<file path="config.mk">
export PLATFORM = sky130hd
export DESIGN_NAME = stack_call_sequencer
export DESIGN_NICKNAME = d
export VERILOG_FILES = /design/src/rtl/stack_call_sequencer_pkg.sv /design/src/rtl/stack_call_sequencer_sp.sv /design/src/rtl/stack_call_sequencer.sv
export SDC_FILE = /design/constraint.sdc
export NUM_CORES = 1
export LEC_CHECK = 0
export BUFFER_PORTS_ARGS = -buffer_cell sky130_fd_sc_hd__buf_2
export CAP_MARGIN = 10
export CORE_ASPECT_RATIO = 0.8
export CORE_MARGIN = 10
export CORE_UTILIZATION = 48
export CTS_CLUSTER_SIZE = 8
export DETAILED_ROUTE_END_ITERATION = 6
export GPL_ROUTABILITY_DRIVEN = 0
export PLACE_DENSITY_LB_ADDON = 0.1
export RECOVER_POWER = 100
export REMOVE_ABC_BUFFERS = 1
export SYNTH_ARGS = -nofsm -noshare
export SYNTH_HDL_FRONTEND = slang
export SYNTH_HIERARCHICAL = 1
export SYNTH_SLANG_ARGS = --single-unit
export TNS_END_PERCENT = 20
</file>
<file path="constraint.sdc">
create_clock -name i_clk -period 2.3 [get_ports i_clk]
set_input_delay 0.46 -clock i_clk [delete_from_list [all_inputs] [get_ports i_clk]]
set_output_delay 0.46 -clock i_clk [all_outputs]
set_load 0.005 [all_outputs]
</file>
<file path="src/rtl/stack_call_sequencer_pkg.sv">
// Shared opcodes, sequencer states and reset defaults for the stack/call sequencer.
package stack_call_sequencer_pkg;

    localparam int unsigned      DATA_W_DEFAULT   = 16;
    localparam int unsigned      PC_W_DEFAULT     = 32;
    localparam logic [15:0]      SP_RESET_DEFAULT = 16'h03FF;

    localparam logic [2:0] OP_NOP  = 3'd0;
    localparam logic [2:0] OP_PUSH = 3'd1;
    localparam logic [2:0] OP_POP  = 3'd2;
    localparam logic [2:0] OP_CALL = 3'd3;
    localparam logic [2:0] OP_RET  = 3'd4;

    typedef enum logic [2:0] {
        IDLE  = 3'd0,
        WR_A  = 3'd1,
        WR_B  = 3'd2,
        RD_A  = 3'd3,
        RD_B  = 3'd4,
        CAP_A = 3'd5,
        CAP_B = 3'd6
    } state_t;

    function automatic logic is_stack_op(input logic [2:0] op);
        return (op == OP_PUSH) || (op == OP_POP) || (op == OP_CALL) || (op == OP_RET);
    endfunction

endpackage

</file>
<file path="src/rtl/stack_call_sequencer_sp.sv">
// Stack pointer register: synchronous active-low reset, load/inc/dec, exposes SP and SP+1.
module stack_pointer_reg
    import stack_call_sequencer_pkg::*;
#(
    parameter int unsigned       DATA_W   = DATA_W_DEFAULT,
    parameter logic [DATA_W-1:0] SP_RESET = SP_RESET_DEFAULT
) (
    input  logic              i_clk,
    input  logic              i_reset,
    input  logic              i_inc,
    input  logic              i_dec,
    input  logic              i_load,
    input  logic [DATA_W-1:0] i_load_value,
    output logic [DATA_W-1:0] o_sp,
    output logic [DATA_W-1:0] o_sp_plus1
);

    localparam logic [DATA_W-1:0] ONE = {{(DATA_W-1){1'b0}}, 1'b1};

    logic [DATA_W-1:0] sp;

    // Arithmetic is modulo 2^DATA_W; wrap-around is intentionally silent.
    always_ff @(posedge i_clk) begin
        if (!i_reset)
            sp <= SP_RESET;
        else if (i_load)
            sp <= i_load_value;
        else if (i_inc)
            sp <= sp + ONE;
        else if (i_dec)
            sp <= sp - ONE;
    end

    assign o_sp       = sp;
    assign o_sp_plus1 = sp + ONE;

endmodule

</file>
<file path="src/rtl/stack_call_sequencer.sv">
// Sequences the single data-memory port for PUSH/POP/CALL/RET and owns the stack pointer.
module stack_call_sequencer
    import stack_call_sequencer_pkg::*;
#(
    parameter int unsigned       DATA_W   = DATA_W_DEFAULT,
    parameter int unsigned       PC_W     = PC_W_DEFAULT,
    parameter logic [DATA_W-1:0] SP_RESET = SP_RESET_DEFAULT
) (
    input  logic              i_clk,
    input  logic              i_reset,
    input  logic              i_op_valid,
    input  logic [2:0]        i_op,
    input  logic [DATA_W-1:0] i_push_data,
    input  logic [PC_W-1:0]   i_pc,
    input  logic [PC_W-1:0]   i_target,
    input  logic [DATA_W-1:0] i_mem_rdata,
    output logic [DATA_W-1:0] o_mem_addr,
    output logic [DATA_W-1:0] o_mem_wdata,
    output logic              o_mem_read,
    output logic              o_mem_write,
    output logic              o_stall,
    output logic              o_busy,
    output logic              o_done,
    output logic [DATA_W-1:0] o_pop_data,
    output logic              o_pc_load,
    output logic [PC_W-1:0]   o_pc_value,
    output logic [DATA_W-1:0] o_sp
);

    state_t            state;
    logic [2:0]        op_q;
    logic [DATA_W-1:0] push_data_q;
    logic [PC_W-1:0]   pc_q;
    logic [PC_W-1:0]   target_q;
    logic [DATA_W-1:0] low_q;
    logic [DATA_W-1:0] pop_q;

    logic              accept;
    logic              sp_inc;
    logic              sp_dec;
    logic [DATA_W-1:0] sp;
    logic [DATA_W-1:0] sp_plus1;

    assign accept = (state == IDLE) && i_op_valid && is_stack_op(i_op);

    stack_pointer_reg #(
        .DATA_W   (DATA_W),
        .SP_RESET (SP_RESET)
    ) u_sp (
        .i_clk        (i_clk),
        .i_reset      (i_reset),
        .i_inc        (sp_inc),
        .i_dec        (sp_dec),
        .i_load       (1'b0),
        .i_load_value ('0),
        .o_sp         (sp),
        .o_sp_plus1   (sp_plus1)
    );

    always_ff @(posedge i_clk) begin
        if (!i_reset) begin
            state       <= IDLE;
            op_q        <= OP_NOP;
            push_data_q <= '0;
            pc_q        <= '0;
            target_q    <= '0;
            low_q       <= '0;
            pop_q       <= '0;
        end else begin
            case (state)
                IDLE: begin
                    if (accept) begin
                        op_q        <= i_op;
                        push_data_q <= i_push_data;
                        pc_q        <= i_pc;
                        target_q    <= i_target;
                        state       <= ((i_op == OP_PUSH) || (i_op == OP_CALL)) ? WR_A : RD_A;
                    end
                end
                WR_A:  state <= (op_q == OP_CALL) ? WR_B : IDLE;
                WR_B:  state <= IDLE;
                RD_A:  state <= (op_q == OP_RET) ? RD_B : CAP_A;
                RD_B: begin
                    low_q <= i_mem_rdata;
                    state <= CAP_B;
                end
                CAP_A: begin
                    pop_q <= i_mem_rdata;
                    state <= IDLE;
                end
                CAP_B:   state <= IDLE;
                default: state <= IDLE;
            endcase
        end
    end

    // Port drives depend only on registered state, latched operands and SP; the
    // read-data path is the one exception, forwarding the returning word in the capture cycle.
    always_comb begin
        sp_inc      = 1'b0;
        sp_dec      = 1'b0;
        o_mem_read  = 1'b0;
        o_mem_write = 1'b0;
        o_mem_addr  = sp;
        o_mem_wdata = '0;
        o_done      = 1'b0;
        o_pc_load   = 1'b0;
        o_pc_value  = '0;
        o_pop_data  = pop_q;
        case (state)
            WR_A: begin
                o_mem_write = 1'b1;
                sp_dec      = 1'b1;
                o_mem_wdata = (op_q == OP_CALL) ? pc_q[PC_W-1:DATA_W] : push_data_q;
                o_done      = (op_q == OP_PUSH);
            end
            WR_B: begin
                o_mem_write = 1'b1;
                sp_dec      = 1'b1;
                o_mem_wdata = pc_q[DATA_W-1:0];
                o_pc_load   = 1'b1;
                o_pc_value  = target_q;
                o_done      = 1'b1;
            end
            RD_A, RD_B: begin
                o_mem_read = 1'b1;
                o_mem_addr = sp_plus1;
                sp_inc     = 1'b1;
            end
            CAP_A: begin
                o_pop_data = i_mem_rdata;
                o_done     = 1'b1;
            end
            CAP_B: begin
                o_pc_load  = 1'b1;
                o_pc_value = {i_mem_rdata, low_q};
                o_done     = 1'b1;
            end
            default: ;
        endcase
    end

    assign o_busy  = (state != IDLE);
    assign o_stall = accept || o_busy;
    assign o_sp    = sp;

endmodule

</file>
==> results.tsv, run 1 <==
metric	value	unit
status	finished, violations left	
violations	negative setup slack	
fmax	408	MHz
yosys.area.top_type	dfxtp_1	
fin_crit_sh	107	%
crit_buf_inv	1	
cts_sinks	134	
startpoint_type	flop	
critical_path_class	reg2out	
synthTopCellsByArea	dfxtp_1 36%, mux2i_1 18%, nand2_1 12%	
grt_pass1_wl	32300	um
r2r_setup_slack	0.19	ns
crit_arrival	1.99	ns
min_from	i_pc[30]	
cts_made_buffers	17	
io_buffers	203	
drtPass1Iterations	5	
finalMaxSlewViolations	0	
die_area	0.0207	mm^2
synth_top_area_share	36.5	%
nFillCells	1327	
root_buffer	clkbuf_16	
tightest_slew	0.875	ns
h-tree-depth	4	
leakage	4.27	nW
drive_above_1_share	31.6	%
hold_class	in2reg	
n_antenna_cell	0	
ctsHoldBuffers	0	
ctsLongestPathBuffers	2	
die_x	158	um
timing.rr.end	low_q[5]	
drtIter0Drc	393	
maxCapViolCount	0	
holdPathStages	3	
cp_top_family	simple AND/OR/NAND/NOR gates	
drcViolationCount	0	
worstSkewPairLatency	0.41	ns
grt_max_degree	71	
antenna_found_initial	0	
maxSlewHeadroom	41.7	%
syn2layout_area_growth	31.0	%
clock_skew	0.00864	ns
crit_chain	nand4_4 -> or3_4 -> or3_4 -> nand2_2 -> mux2_4 -> buf_6	
rsz0062_at_grt	yes	
synth-seq-area-share	36.5	%
vias	6524	
finalNetCount	1196	
async_reset_ff_share	0	%
wl_per_cell	15.7	um
path_clk_slew	0.06	ns
cp.required	1.84	ns
start_util	49.0	%
stdcell_count	1294	
r2r.worst_path.cells	5	
synth_edf_count	0	
cpPeakStageDelay	0.44	ns
p_per_area	653	mW/mm^2
die_y	131	um
holdPathEnd	pc_q[30]	
crit_slowest_cell	or3_4	
setup_violations	49	
fin_ws	-0.152	ns
irDropWorstVdd	0.496	mV
fin_util	64.1	%
ys.flop_type	dfxtp_1	
crit_path_frequent_cell	or3_4	
dp_hpwl	14300	um
hold_viol	0	
grt_pass1_vias	6386	
grtUsageTotal	19.2	%
crit_fanout	5	
synth-seq-cells	134	
crit_path_end_kind	primary output	
yosys.cell_types.count	65	
coreArea	0.0150	mm^2
vias_per_cell	5.04	
syn_avg_cell_area	8.55	um^2
wl	20400	um
yosys-top-cells-count	241 x nand2_1, 134 x dfxtp_1, 130 x mux2i_1, 52 x nor2_1, 40 x clkbuf_1	
grt_overflow	0	
yosysMostFrequentCell	nand2_1	
syn_inst	860	
period_minus_slack	2.45	ns
ios	204	
cts_tree	built	
drtAntennaViolNets	0	
ys_warn_count	6	
r2r-start	state[2]	
netlist_area	0.00735	mm^2
dpl.cell_count	1249	
fin_setup_tns	-2.34	ns
fp-row-count	40	
-- placed cells by master (no fill, tap or decap), drive strengths merged, types with 3 or more instances in the layout --
cell	synthesis	final
a21oi	5	5
buf	29	257
a21boi	18	18
nor3b	6	6
nand2b	4	4
xor2	12	12
nand3	12	12
clkinv	0	7
nand4	8	8
or3b	3	3
nor3	7	7
conb	1	21
dfxtp	134	134
o211ai	13	13
nand2	241	241
clkbuf	41	27
and2	18	18
mux2	32	32
mux2i	130	130
nor4	8	8
nand3b	4	4
xnor2	12	12
nor2	52	52
or3	3	3
o21ai	24	24
inv	9	10
-- sequential cells by signal (all words and copies together), names as in the netlist --
register,count
low_q,16
op_q,3
pc_q,32
pop_q,16
push_data_q,16
state,3
target_q,32
u_sp/o_sp,16
-- power breakdown --
part	leakage (nW)	internal [W]	switching, W
Sequential	1.09	0.00245	0.0000777
Combinational	2.89	0.000522	0.000573
Clock	0.281	0.00163	0.00103
-- per-layer routing --
layer  routed length (um)  share of wire (%)  global-route usage (%)
met1                 9800                 48                    25.2
met2                 9190                 45                    30.6
met3                 1290                6.3                    5.52
met4                  104               0.51                    4.19
met5                    0                  0                       0
-- through the flow --
| step | hold slack (ns) | total power [W] | setup WS [ns] | cell area (um^2) |
|---|---|---|---|---|
| floorplan | 0.434 | 0.00314 | -2.36 | 7000 |
| global placement | 0.442 | 0.00357 | 0.217 | 8690 |
| detailed placement | 0.448 | 0.00357 | 0.194 | 8690 |
| CTS | 0.270 | 0.00630 | -0.184 | 9500 |
| global route | 0.277 | 0.00656 | -0.225 | 9630 |
| finish | 0.286 | 0.00628 | -0.152 | 9630 |
-- worst max-delay path by stage --
stage | endpoint | cells past startpoint | from | slack, ns
after global routing | o_mem_addr[14] | 6 | u_sp/o_sp[5] | -0.22
after global placement | o_mem_addr[14] | 7 | u_sp/o_sp[0] | 0.22
final | o_mem_addr[14] | 6 | u_sp/o_sp[5] | -0.15
after detailed placement | o_mem_addr[14] | 7 | u_sp/o_sp[0] | 0.19
after CTS | o_mem_addr[15] | 5 | u_sp/o_sp[11] | -0.18
after floorplan | op_q[1] | 3 | state[2] | -2.36
-- cell families after synthesis --
kind of cell,after synthesis,synth area share (%)
and+or+nand+nor,376,23.1
xor gates and xnor gates,24,2.86
DFF,134,36.5
other,1,0.0510
adders and majority gates,2,0.340
AOI/OAI and AO/OA,82,7.95
buffers and inverters,79,6.26
muxes,162,23.0
-- what timing repair did --
action                                  4_1_cts  5_1_grt
endpoints found under the setup margin       58       50
pin swaps                                     2        4
buffers inserted                              9        5
resized for setup                            42       35
endpoints found under the hold margin         0        0
-- worst register-to-register path, stage by stage, from the launching register on --
cell and delay, ns:
dfxtp_4 0.35, clkbuf_4 0.39, nor3b_1 0.24, clkbuf_1 0.68, nand2_1 0.15, a21boi_0 0.21
-- layout make-up --
type | count | area (um^2) | area share (%)
Sequential cell | 134 | 2710 | 28.1
Clock buffer | 21 | 450 | 4.68
Inverter | 9 | 33.8 | 0.351
Tap cell | 189 | 236 | 2.46
Multi-Input combinational cell | 667 | 4400 | 45.7
Clock inverter | 11 | 126 | 1.31
Timing Repair Buffer | 263 | 1680 | 17.4
Power figures use the tool's default switching activity.
==> inputs of run 2 (changes only) <==
==> constraint.sdc (replaced) <==
create_clock -name i_clk -period 1.98 [get_ports i_clk]
set_input_delay 0.396 -clock i_clk [delete_from_list [all_inputs] [get_ports i_clk]]
set_output_delay 0.396 -clock i_clk [all_outputs]
set_load 0.01 [all_outputs]
==> run 2 against run 1 <==
Compared with the run above:
- the run still ends with negative setup slack left
- setup slack lost 0.29 ns
- clock skew grew 0.0010 ns
- total power grew 21%
- utilization grew 4.5 points
- clock-buffer cell count is the same
- sequential power grew 16%
- non-clock buffer count grew 36
- largest power group unchanged
- highest routed layer unchanged
==> results.tsv, run 2 (synthesis gave the netlist of run 1 again) <==
metric	value	unit	change
status	finished, violations left		unchanged
violations	negative setup slack		unchanged
fin_crit_sh	122	%	
cts_tree	built		unchanged
crit_arrival	2.03	ns	was 1.99 ns
dp_slack	-0.0466	ns	was 0.194 ns
fmax	413	MHz	
hold_viol	0		unchanged
root_buffer	clkbuf_16		unchanged
grt_overflow	0		unchanged
drive_above_1_share	36.8	%	was 31.6%
die_y	131	um	unchanged
irDropWorstVdd	0.597	mV	was 0.496 mV
antenna_found_initial	0		unchanged
dp_hpwl	14500	um	was 14300 um
power	0.00761	W	was 0.00628 W
fp-row-count	40		unchanged
clock_skew	0.00964	ns	was 0.00864 ns
h-tree-depth	4		unchanged
syn2layout_area_growth	40.2	%	was 31.0%
wl_per_cell	16.3	um	was 15.7 um
pwr-share-clk	42.0	%	was 42.3%
cts_sinks	134		unchanged
ctsLongestPathBuffers	2		unchanged
maxCapViolCount	0		unchanged
grt_pass1_vias	6621		was 6386
io_buffers	203		unchanged
combPwrFrac	19.4	%	was 17.4%
rsz0062_at_grt	yes		unchanged
die_x	158	um	unchanged
wl	21700	um	was 20400 um
die_area	0.0207	mm^2	unchanged
vias	6757		was 6524
switchingPower	0.00207	W	was 0.00168 W
critical_path_class	reg2out		unchanged
startpoint_type	flop		unchanged
drtPass1Iterations	4		was 5
dpl_cell_area	0.00895	mm^2	was 0.00869 mm^2
reg.largest.list	pc_q: 32 flops, target_q: 32 flops		unchanged
dpl.cell_count	1280		was 1249
nFillCells	1266		was 1327
drcViolationCount	0		unchanged
grt_max_degree	68		was 71
pwr-share-seq	38.6	%	was 40.3%
power_switching_share	27.1	%	was 26.8%
final_cell_mix	236 x nand2_1, 173 x buf_2, 129 x mux2i_1, 123 x dfxtp_1, 63 x buf_4		was 238 x nand2_1, 187 x buf_2, 129 x mux2i_1, 122 x dfxtp_1, 51 x nor2_1
vias_per_cell	5.08		was 5.04
fin_ws	-0.443	ns	was -0.152 ns
start_util	49.0	%	unchanged
ctsHoldBuffers	0		unchanged
leakage	4.60	nW	was 4.27 nW
drtAntennaViolNets	0		unchanged
grt_pass1_wl	33300	um	was 32300 um
stdcell_area	0.0103	mm^2	was 0.00963 mm^2
ios	204		unchanged
p_per_area	739	mW/mm^2	was 653 mW/mm^2
coreArea	0.0150	mm^2	unchanged
final_common_cell	nand2_1		unchanged
finalMaxSlewViolations	0		unchanged
path_clk_slew	0.06	ns	about the same
setup_violations	89		was 49
stdcell_count	1329		was 1294
finalNetCount	1232		was 1196
cts_made_buffers	17		unchanged
cp.required	1.58	ns	was 1.84 ns
hold_class	in2reg		unchanged
grtUsageTotal	19.8	%	was 19.2%
period_minus_slack	2.42	ns	
drtIter0Drc	404		was 393
n_antenna_cell	0		unchanged
internal-power	0.00555	W	was 0.00460 W
crit_fanout	5		unchanged
worstSkewPairLatency	0.43	ns	was 0.41 ns
crit_path_end_kind	primary output		unchanged
[run 2: repair_timing]
item,4_1_cts,5_1_grt
pin swaps,5,18
gates cloned,1,2
endpoints found under the hold margin,0,0
gates resized for setup,95,57
endpoints found under the setup margin,88,97
buffers inserted,8,7
[run 2: power groups by stage]
stage	clock [W]	combinational (W)	sequential [W]
2_1_floorplan	0	0.000657	0.00303
3_3_place_gp	0	0.00127	0.00298
3_5_place_dp	0	0.00128	0.00299
4_1_cts	0.00324	0.00138	0.00294
5_1_grt	0.00336	0.00161	0.00296
6_report	0.00320	0.00148	0.00294
[run 2: final cells by class]
cell class / instances / area [um^2] / area share [%]
multi-input combinational: 667 / 4590 / 44.5
sequential: 134 / 2700 / 26.2
timing repair buffer: 299 / 2150 / 20.8
clock buffer: 21 / 480 / 4.66
tap: 189 / 236 / 2.29
clock inverter: 10 / 119 / 1.15
inverter: 9 / 33.8 / 0.328
[run 2: metrics by stage]
step	hold slack [ns]	setup TNS, ns	util [%]
floorplan	0.434	-325.72	-
global placement	0.443	-0.0140	59.6
detailed placement	0.446	-0.0466	59.6
CTS	0.204	-11.87	66.8
global route	0.202	-20.04	68.7
finish	0.210	-14.69	68.7
[run 2: final timing paths]
path / startpoint / to / slack, ns / depth (start not counted)
setup / recovery: u_sp/o_sp[6] / o_mem_addr[13] / -0.44 / 6
hold / removal: i_push_data[14] / push_data_q[14] / 0.21 / 3
setup reg to reg: state[1] / u_sp/o_sp[6] / -0.04 / 9
hold reg to reg: target_q[20] / target_q[20] / 0.45 / 2
[run 2: critical path, cell delays in order, from the launching register on]
cell and delay, ns:
dfxtp_2 0.35, nand4_4 0.15, buf_4 0.17, nor4_1 0.37, xor2_1 0.15, mux2_4 0.27
buf_2 0.14
[run 2: per-layer routing]
| layer | vias to the layer above | wire [um] | global-route usage [%] |
|---|---|---|---|
| met5 | - | 0 | 0 |
| li1 | 3426 | - | - |
| met2 | 173 | 9860 | 31.4 |
| met1 | 3135 | 10200 | 25.9 |
| met3 | 23 | 1390 | 5.36 |
| met4 | 0 | 271 | 6.09 |
